==> src/rtl/vga_timing_pkg.sv <==
// Shared VGA vertical-timing defaults, the vertical phase type and a phase decoder.
package vga_timing_pkg;

  localparam int DEF_H_TOTAL  = 1600;
  localparam int DEF_V_SYNC   = 2;
  localparam int DEF_V_BACK   = 29;
  localparam int DEF_V_ACTIVE = 480;
  localparam int DEF_V_FRONT  = 10;
  localparam int DEF_V_DIV    = 6;

  typedef enum logic [1:0] {
    SYNC,
    BACK,
    ACTIVE,
    FRONT
  } vtiming_phase_t;

  // Maps a line number within the frame onto its vertical phase.
  function automatic vtiming_phase_t phase_of(input int line, input int v_sync,
                                              input int v_back, input int v_active);
    if (line < v_sync) return SYNC;
    else if (line < v_sync + v_back) return BACK;
    else if (line < v_sync + v_back + v_active) return ACTIVE;
    else return FRONT;
  endfunction

endpackage

==> src/rtl/vga_line_tick.sv <==
// Horizontal clock counter: produces the line-wrap strobe and the registered line_tick.
module vga_line_tick
  import vga_timing_pkg::*;
#(
  parameter int H_TOTAL = DEF_H_TOTAL
) (
  input  logic clk,
  input  logic reset,
  input  logic en,
  input  logic restart,
  output logic line_end,
  output logic line_tick
);

  localparam int H_W = (H_TOTAL > 1) ? $clog2(H_TOTAL) : 1;
  localparam logic [H_W-1:0] H_LAST = H_W'(H_TOTAL - 1);

  logic [H_W-1:0] hcnt;
  logic [H_W-1:0] hcnt_next;

  always_comb begin
    hcnt_next = hcnt;
    if (restart) hcnt_next = '0;
    else if (en) hcnt_next = (hcnt == H_LAST) ? '0 : hcnt + 1'b1;
  end

  // Asserted on the edge that moves the line counter off its last clock.
  assign line_end = en && !restart && (hcnt == H_LAST);

  always_ff @(posedge clk or negedge reset) begin
    if (!reset) begin
      hcnt      <= '0;
      line_tick <= 1'b0;
    end else begin
      hcnt      <= hcnt_next;
      line_tick <= en && !restart && (hcnt_next == H_LAST);
    end
  end

endmodule

==> src/rtl/vga_vtiming.sv <==
// VGA vertical timing generator; outputs are registered from the next (hcnt,vcnt).
// Define VGA_VTIMING_FRAME_CNT_EN to add the 16-bit frame_cnt output.
module vga_vtiming
  import vga_timing_pkg::*;
#(
  parameter int H_TOTAL  = DEF_H_TOTAL,
  parameter int V_SYNC   = DEF_V_SYNC,
  parameter int V_BACK   = DEF_V_BACK,
  parameter int V_ACTIVE = DEF_V_ACTIVE,
  parameter int V_FRONT  = DEF_V_FRONT,
  parameter int V_DIV    = DEF_V_DIV,
  parameter int ADDR_W   = 7,
  parameter bit SYNC_POL = 1'b0
) (
  input  logic              clk,
  input  logic              reset,
  input  logic              en,
  input  logic              restart,
  output logic              vsync,
  output logic              vactive,
  output logic [ADDR_W-1:0] vaddr,
  output logic              line_tick,
  output logic              frame_start
`ifdef VGA_VTIMING_FRAME_CNT_EN
  , output logic [15:0]     frame_cnt
`endif
);

  localparam int V_TOTAL = V_SYNC + V_BACK + V_ACTIVE + V_FRONT;
  localparam int V_W     = (V_TOTAL > 1) ? $clog2(V_TOTAL) : 1;
  localparam int DIV_W   = (V_DIV > 1) ? $clog2(V_DIV) : 1;
  localparam logic [V_W-1:0]   V_LAST    = V_W'(V_TOTAL - 1);
  localparam logic [V_W-1:0]   ACT_FIRST = V_W'(V_SYNC + V_BACK);
  localparam logic [DIV_W-1:0] DIV_LAST  = DIV_W'(V_DIV - 1);

  logic                 line_end;
  logic [V_W-1:0]       vcnt, vcnt_next;
  logic [DIV_W-1:0]     dcnt, dcnt_next;
  logic [ADDR_W-1:0]    vaddr_next;
  logic                 frame_start_next;
  vtiming_phase_t       phase_next;

  vga_line_tick #(
    .H_TOTAL (H_TOTAL)
  ) u_line_tick (
    .clk       (clk),
    .reset     (reset),
    .en        (en),
    .restart   (restart),
    .line_end  (line_end),
    .line_tick (line_tick)
  );

  always_comb begin
    vcnt_next = vcnt;
    if (restart) vcnt_next = '0;
    else if (line_end) vcnt_next = (vcnt == V_LAST) ? '0 : vcnt + 1'b1;
  end

  assign phase_next       = phase_of(int'(vcnt_next), V_SYNC, V_BACK, V_ACTIVE);
  assign frame_start_next = restart || (line_end && (vcnt == V_LAST));

  // dcnt counts active lines within the current vaddr row; vaddr holds through front porch.
  always_comb begin
    vaddr_next = vaddr;
    dcnt_next  = dcnt;
    if (restart || (line_end && (vcnt_next == '0 || vcnt_next == ACT_FIRST))) begin
      vaddr_next = '0;
      dcnt_next  = '0;
    end else if (line_end && phase_next == ACTIVE) begin
      if (dcnt == DIV_LAST) begin
        dcnt_next  = '0;
        vaddr_next = vaddr + 1'b1;
      end else begin
        dcnt_next = dcnt + 1'b1;
      end
    end
  end

  always_ff @(posedge clk or negedge reset) begin
    if (!reset) begin
      vcnt        <= '0;
      dcnt        <= '0;
      vaddr       <= '0;
      vsync       <= SYNC_POL;
      vactive     <= 1'b0;
      frame_start <= 1'b0;
    end else begin
      vcnt        <= vcnt_next;
      dcnt        <= dcnt_next;
      vaddr       <= vaddr_next;
      vsync       <= (phase_next == SYNC) ? SYNC_POL : ~SYNC_POL;
      vactive     <= (phase_next == ACTIVE);
      frame_start <= frame_start_next;
    end
  end

`ifdef VGA_VTIMING_FRAME_CNT_EN
  always_ff @(posedge clk or negedge reset) begin
    if (!reset) frame_cnt <= '0;
    else if (frame_start_next) frame_cnt <= frame_cnt + 16'd1;
  end
`endif

endmodule

==> config.mk <==
export PLATFORM = sky130hd
export DESIGN_NAME = vga_vtiming
export DESIGN_NICKNAME = d
export VERILOG_FILES = /design/src/rtl/vga_timing_pkg.sv /design/src/rtl/vga_line_tick.sv /design/src/rtl/vga_vtiming.sv
export SDC_FILE = /design/constraint.sdc
export NUM_CORES = 1
export LEC_CHECK = 0
export CORE_UTILIZATION = 56
export DETAILED_ROUTE_END_ITERATION = 16
export HOLD_SLACK_MARGIN = 0.02
export PLACE_DENSITY = 0.8
export SETUP_SLACK_MARGIN = 0.2
export SYNTH_ARGS = -nofsm -noshare
export SYNTH_HDL_FRONTEND = slang
export SYNTH_SLANG_ARGS = --single-unit
==> constraint.sdc <==
create_clock -name clk -period 6.4 [get_ports clk]
set_clock_uncertainty 0.2 [all_clocks]
set_input_delay 1.28 -clock clk [delete_from_list [all_inputs] [get_ports clk]]
set_output_delay 1.28 -clock clk [all_outputs]
set_load 0.02 [all_outputs]
==> results.yml, run 1 <==
route:
  route.vias.total: 1803
  detail_route.iter0.violations: 110
  drc: 0
  drt_pass1_iterations: 4
  viasPerCell: 6.371
  wl_um: 4659
  wl_per_cell_um: 16.46
  drtAntennaViolNets: 0
timing:
  worst_slew_pin_slew_ps: 955.6
  setup_viol: 0
  period_share_pct: 73.56
  slew_violations: 0
  hold_viol: 0
  rsz0062_at_grt: "false"
  period_needed_ps: 4708
  fmax_mhz: 212.4
  holdWs_ps: 366.1
  slew_headroom_pct: 35.76
  setup_tns_ps: 0
critical_path:
  regToRegEndpoint: "dcnt[1]"
  critical_path_class: "in -> reg"
  reg2regPathDepth: 9
  worstPathMaxFanout: 22
  worst_r2r_startpoint: "u_line_tick.hcnt[1]"
  worstPathRequired_ps: 6410
  cp.arrival_ps: 4720
  cp-end-kind: "register"
  worst-r2r-setup-slack_ps: 2880
  crit_path_start_kind: "primary input"
final_layout:
  final_common_cell: "dfrtp_1"
  diodes: 0
  post-route-util_pct: 65.08
  area_growth_pct: 9.209
  nets: 242
  fillers: 312
  mostFrequentLayoutCells: "dfrtp_1, nor2_1, nand3_1, clkdlybuf4s50_1, a21oi_1"
  drive_gt1_share_pct: 9.362
global_route:
  first_global_vias: 1719
  grt_pass1_wl_um: 8190
  grt_usage_pct: 25.34
  grt_max_degree: 36
  grt_overflow: 0
  grt_antenna_before_repair: 0
yosys:
  synthCells: 225
  syn_area_um2: 2215
  synth-simple-area-share_pct: 33.22
  seq_area_frac_synth_pct: 39.55
  synth.avg_cell_area_um2: 9.843
  async_reset_ff_share_pct: 100.0
  yosys_register_bits: 35
  synth_top_family_by_area: "simple AND/OR/NAND/NOR gates"
  synth_mux_area_share_pct: 1.412
  synth_xor_xnor_area_share_pct: 5.141
  synthFlopType: "dfrtp_1"
  syn-num-nets: 233
  synthAdderAreaFrac_pct: 2.260
  yosys_warnings: 0
  yosysUniqueCellTypes: 55
  synth_edf_count: 0
  synth_compound_area_share_pct: 13.62
clock_network:
  cts.sink_count: 35
  clock_path_buffers: 2
  cts_buffers: 5
  cts_hold_buf: 0
  postCtsResizedCells: 0
  cts_setup_buffers: 0
  h-tree-depth: 2
  clk_pin_slew_worst_paths_ps: 70
  insertion_delay_ps: 290
  cts_root_buf: "clkbuf_8"
  cts_tree: "yes"
min_path:
  hold_path_end: "vaddr[6]"
  worstHoldPathCells: 2
  hp-class: "reg -> reg"
  hp-start: "vaddr[6]"
die:
  coreArea_um2: 3716
  pin_count: 15
  die_w_um: 64.89
  start_util_pct: 59.60
  die_h_um: 64.89
  fp.dieArea_um2: 4210
  num_rows: 22
power:
  ir_drop_mv: 0.1172
  p_leak_nw: 0.9777
  total_power_uw: 399.1
  p_per_area_nw_per_um2: 165.0
run:
  maxCapViolCount: 0
place:
  gp_congestion: 0.8621
  portBuffers: 14
  dp_hpwl_um: 3212
outcome:
  status: "finished clean"
-- cells in the mapped netlist (2+ instances only) --
master     n  area [µm²]
nor2_1    24       90.09
nand2b_1   5       31.28
o41ai_1    3       26.28
nand4_2    2       25.02
or4_1      8       60.06
nand2_1   10       37.54
nor4_1     3       18.77
xnor2_1    9       78.83
nand3_1   13       65.06
nor2b_1    5       31.28
or4b_1     2       20.02
a21oi_1   12       60.06
and3_1     6       37.54
dfrtp_1   35       875.8
mux2i_1    2       20.02
nor3_2     2       20.02
o31ai_1    9       67.56
a41o_1     2       20.02
and2_1     3       18.77
nand4_1   10       62.56
buf_2      7       35.03
and4_1     4       35.03
or3_1      2       12.51
inv_1      8       30.03
nor4b_1    2       17.52
clkbuf_1   2       7.510
xor2_1     4       35.03
ha_1       4       50.05
-- where the power goes --
group / switching, mW / total (mW) / internal, mW
logic: 0.0116 / 0.0164 / 0.00479
registers: 0.00145 / 0.224 / 0.222
clock network: 0.0830 / 0.159 / 0.0760
total: 0.0960 / 0.399 / 0.303
-- per-stage QoR --
step,setup WS [ps],instances,area (µm²)
floorplan,2734,225,2215
global placement,1485,275,2333
detailed placement,1411,275,2333
CTS,1712,283,2419
global route,1437,283,2419
finish,1692,283,2419
-- per-layer routing --
| layer | GRT usage (%) | routed length (µm) | vias up |
|---|---|---|---|
| li1 | - | - | 863 |
| met1 | 35.18 | 2212 | 883 |
| met2 | 39.45 | 2183 | 51 |
| met3 | 4.577 | 201 | 6 |
| met4 | 8.889 | 61 | 0 |
| met5 | 0 | 0 | - |
-- cells by family (layout without fill, tap and decap cells) --
logic type / count (synthesis) / in the layout
XOR/XNOR: 13 / 13
multiplexers: 3 / 3
buffers and inverters: 20 / 30
adder cells (fa/ha/maj): 4 / 4
AO/OA/AOI/OAI: 39 / 39
AND/OR/NAND/NOR: 111 / 111
flip-flops: 35 / 35
-- final cells by class --
type                       instances  area, µm²  area share, %
multi-input combinational        170       1232          50.96
sequential                        35      875.8          36.21
timing repair buffer              14      135.1          5.587
clock buffer                       6      72.57          3.001
tap                               48      60.06          2.483
inverter                           8      30.03          1.242
clock inverter                     2      12.51         0.5173
-- worst max path at each step --
stage | start | to | cells past startpoint
floorplan | en | vaddr[0] | 11
global placement | restart | dcnt[2] | 9
detailed placement | restart | dcnt[2] | 9
CTS | restart | dcnt[2] | 9
global route | restart | vaddr[1] | 9
finish | restart | dcnt[2] | 9
-- state kept, by name, indices dropped and copies added (netlist names) --
register	flops
u_line_tick.hcnt	11
vactive	1
frame_start	1
u_line_tick.line_tick	1
vaddr	7
vsync	1
vcnt	10
dcnt	3
-- worst max-delay path: stages --
cell             delay, ps
clkdlybuf4s50_1        770
nand3b_1               340
nor4_2                 730
nor2_1                  60
o21ai_0                230
nor3_2                  90
a41o_1                 460
or4_1                  580
a21oi_1                160
Note: power is estimated with default switching activity, not from simulation.
==> run 2, diff against run 1 <==
Clock period 6.4 ns to 4.63 ns, I/O delays scaled along.
==> results.yml, run 2 (synthesis gave the netlist of run 1 again) <==
clock_network:
  cts.sink_count: 35
  postCtsResizedCells: 0
  cts_buffers: 5
  cts_setup_buffers: 0
  insertion_delay_ps: 300
  h-tree-depth: 2
  clock_path_buffers: 2
  cts_tree: "yes"
  cts_hold_buf: 0
  cts_root_buf: "clkbuf_8"
  clk_pin_slew_worst_paths_ps: 70
timing:
  worst_slew_pin_slew_ps: 799.8
  holdWs_ps: 367.9
  hold_viol: 0
  fmax_mhz: 251.6
  period_share_pct: 85.84
  setup_viol: 0
  rsz0062_at_grt: "false"
  slew_violations: 0
  slew_headroom_pct: 46.68
  period_needed_ps: 3975
  setup_tns_ps: 0
critical_path:
  cp_top_family: "simple AND/OR/NAND/NOR gates"
  worstPathRequired_ps: 4650
  worstPathMaxFanout: 21
  cp-end-kind: "register"
  critical_path_class: "in -> reg"
  cp.arrival_ps: 3990
  path_buf_inv: 1
  slowest_delay_ps: 630
  crit_path_start_kind: "primary input"
  cp_cell_sequence: "clkdlybuf4s50_1, nand2_1, nor4_4, nand4_1, mux2i_1, nor2_1, a41o_1, or4b_1, a21oi_1"
  cp_slowest_cell: "clkdlybuf4s50_1"
final_layout:
  stdcell_area_um2: 2481
  fillers: 307
  final_common_cell: "dfrtp_1"
  mostFrequentLayoutCells: "dfrtp_1, nor2_1, nand3_1, clkdlybuf4s50_1, a21oi_1"
  regMostFlops: "u_line_tick.hcnt"
  largest_reg_flops: 11
  area_growth_pct: 12.03
  nets: 246
  drive_gt1_share_pct: 11.30
  final_cells: 287
  diodes: 0
  reg_top3: "u_line_tick.hcnt: 11 flops, vcnt: 10 flops, vaddr: 7 flops"
global_route:
  grt_overflow: 0
  grt_antenna_before_repair: 0
  grt_usage_pct: 25.58
  grt_pass1_wl_um: 8100
  grt_max_degree: 36
  first_global_vias: 1686
route:
  detail_route.iter0.violations: 183
  wl_per_cell_um: 16.42
  drc: 0
  wl_um: 4712
  drt_pass1_iterations: 4
  drtAntennaViolNets: 0
  route.vias.total: 1799
  viasPerCell: 6.268
die:
  num_rows: 22
  fp.dieArea_um2: 4210
  die_h_um: 64.89
  die_w_um: 64.89
  coreArea_um2: 3716
  pin_count: 15
  start_util_pct: 59.60
place:
  gp_congestion: 0.8327
  portBuffers: 14
  placed_area_um2: 2364
  dp_hpwl_um: 3253
  dp_cells: 279
power:
  p_leak_nw: 1.017
  p_per_area_nw_per_um2: 252.5
  ir_drop_mv: 0.1637
run:
  maxCapViolCount: 0
outcome:
  status: "finished clean"
min_path:
  hp-class: "reg -> reg"
[run 2: changes by cell type in the layout (fill, tap and decap cells not counted), sizes merged]
cell | before | now
bufinv | 0 | 1
clkinvlp | 1 | 0
buf | 1 | 5
[run 2: layout make-up]
type | count | area (µm²) | area share (%)
Inverter | 8 | 30.03 | 1.210
Multi-Input combinational cell | 170 | 1232 | 49.67
Sequential cell | 35 | 875.8 | 35.30
Clock inverter | 2 | 35.03 | 1.412
Timing Repair Buffer | 18 | 165.2 | 6.657
Tap cell | 48 | 60.06 | 2.421
Clock buffer | 6 | 82.58 | 3.328
[run 2: stage by stage]
stage / utilization, % / power [mW] / worst slack, ps
floorplan: - / 0.3272 / 1318
global placement: 63.60 / 0.3393 / 452.6
detailed placement: 63.60 / 0.3400 / 374.9
CTS: 66.77 / 0.6307 / 672.8
global route: 66.77 / 0.6467 / 366.5
finish: 66.77 / 0.6265 / 655.4
[run 2: routing by layer]
layer / vias to the layer above / share of wire, % / global-route usage, %
met2: 51 / 46 / 38.15
li1: 869 / - / -
met5: - / 0 / 0
met4: 0 / 2.1 / 10.83
met3: 9 / 5.0 / 6.162
met1: 870 / 47 / 35.22
[run 2: final timing paths]
path,startpoint,to,slack [ps],depth (start not counted)
min in group asynchronous,reset,u_line_tick.hcnt[2],510,1
worst min register to register,vaddr[6],vaddr[6],370,2
max in group asynchronous,reset,vcnt[8],3210,1
worst max-delay path,en,vaddr[1],660,9
worst max register to register,u_line_tick.hcnt[2],vaddr[1],1220,8
worst min-delay path,vaddr[6],vaddr[6],370,2
[run 2: power breakdown]
part | internal (mW) | total, mW | switching (mW)
Sequential | 0.307 | 0.309 | 0.00189
Clock | 0.174 | 0.293 | 0.119
Combinational | 0.00765 | 0.0245 | 0.0169
[run 2: worst min-delay path, cell delays in order (launching register included)]
cell and delay (ps):
dfrtp_1 400, o31ai_1 70, a21oi_1 60
==> run 3, diff against run 2 <==
Settings changed: CTS_CLUSTER_SIZE set to 16.
==> results of run 3 <==
Same layout as run 2: the final DEF is identical, and so are final timing and power.
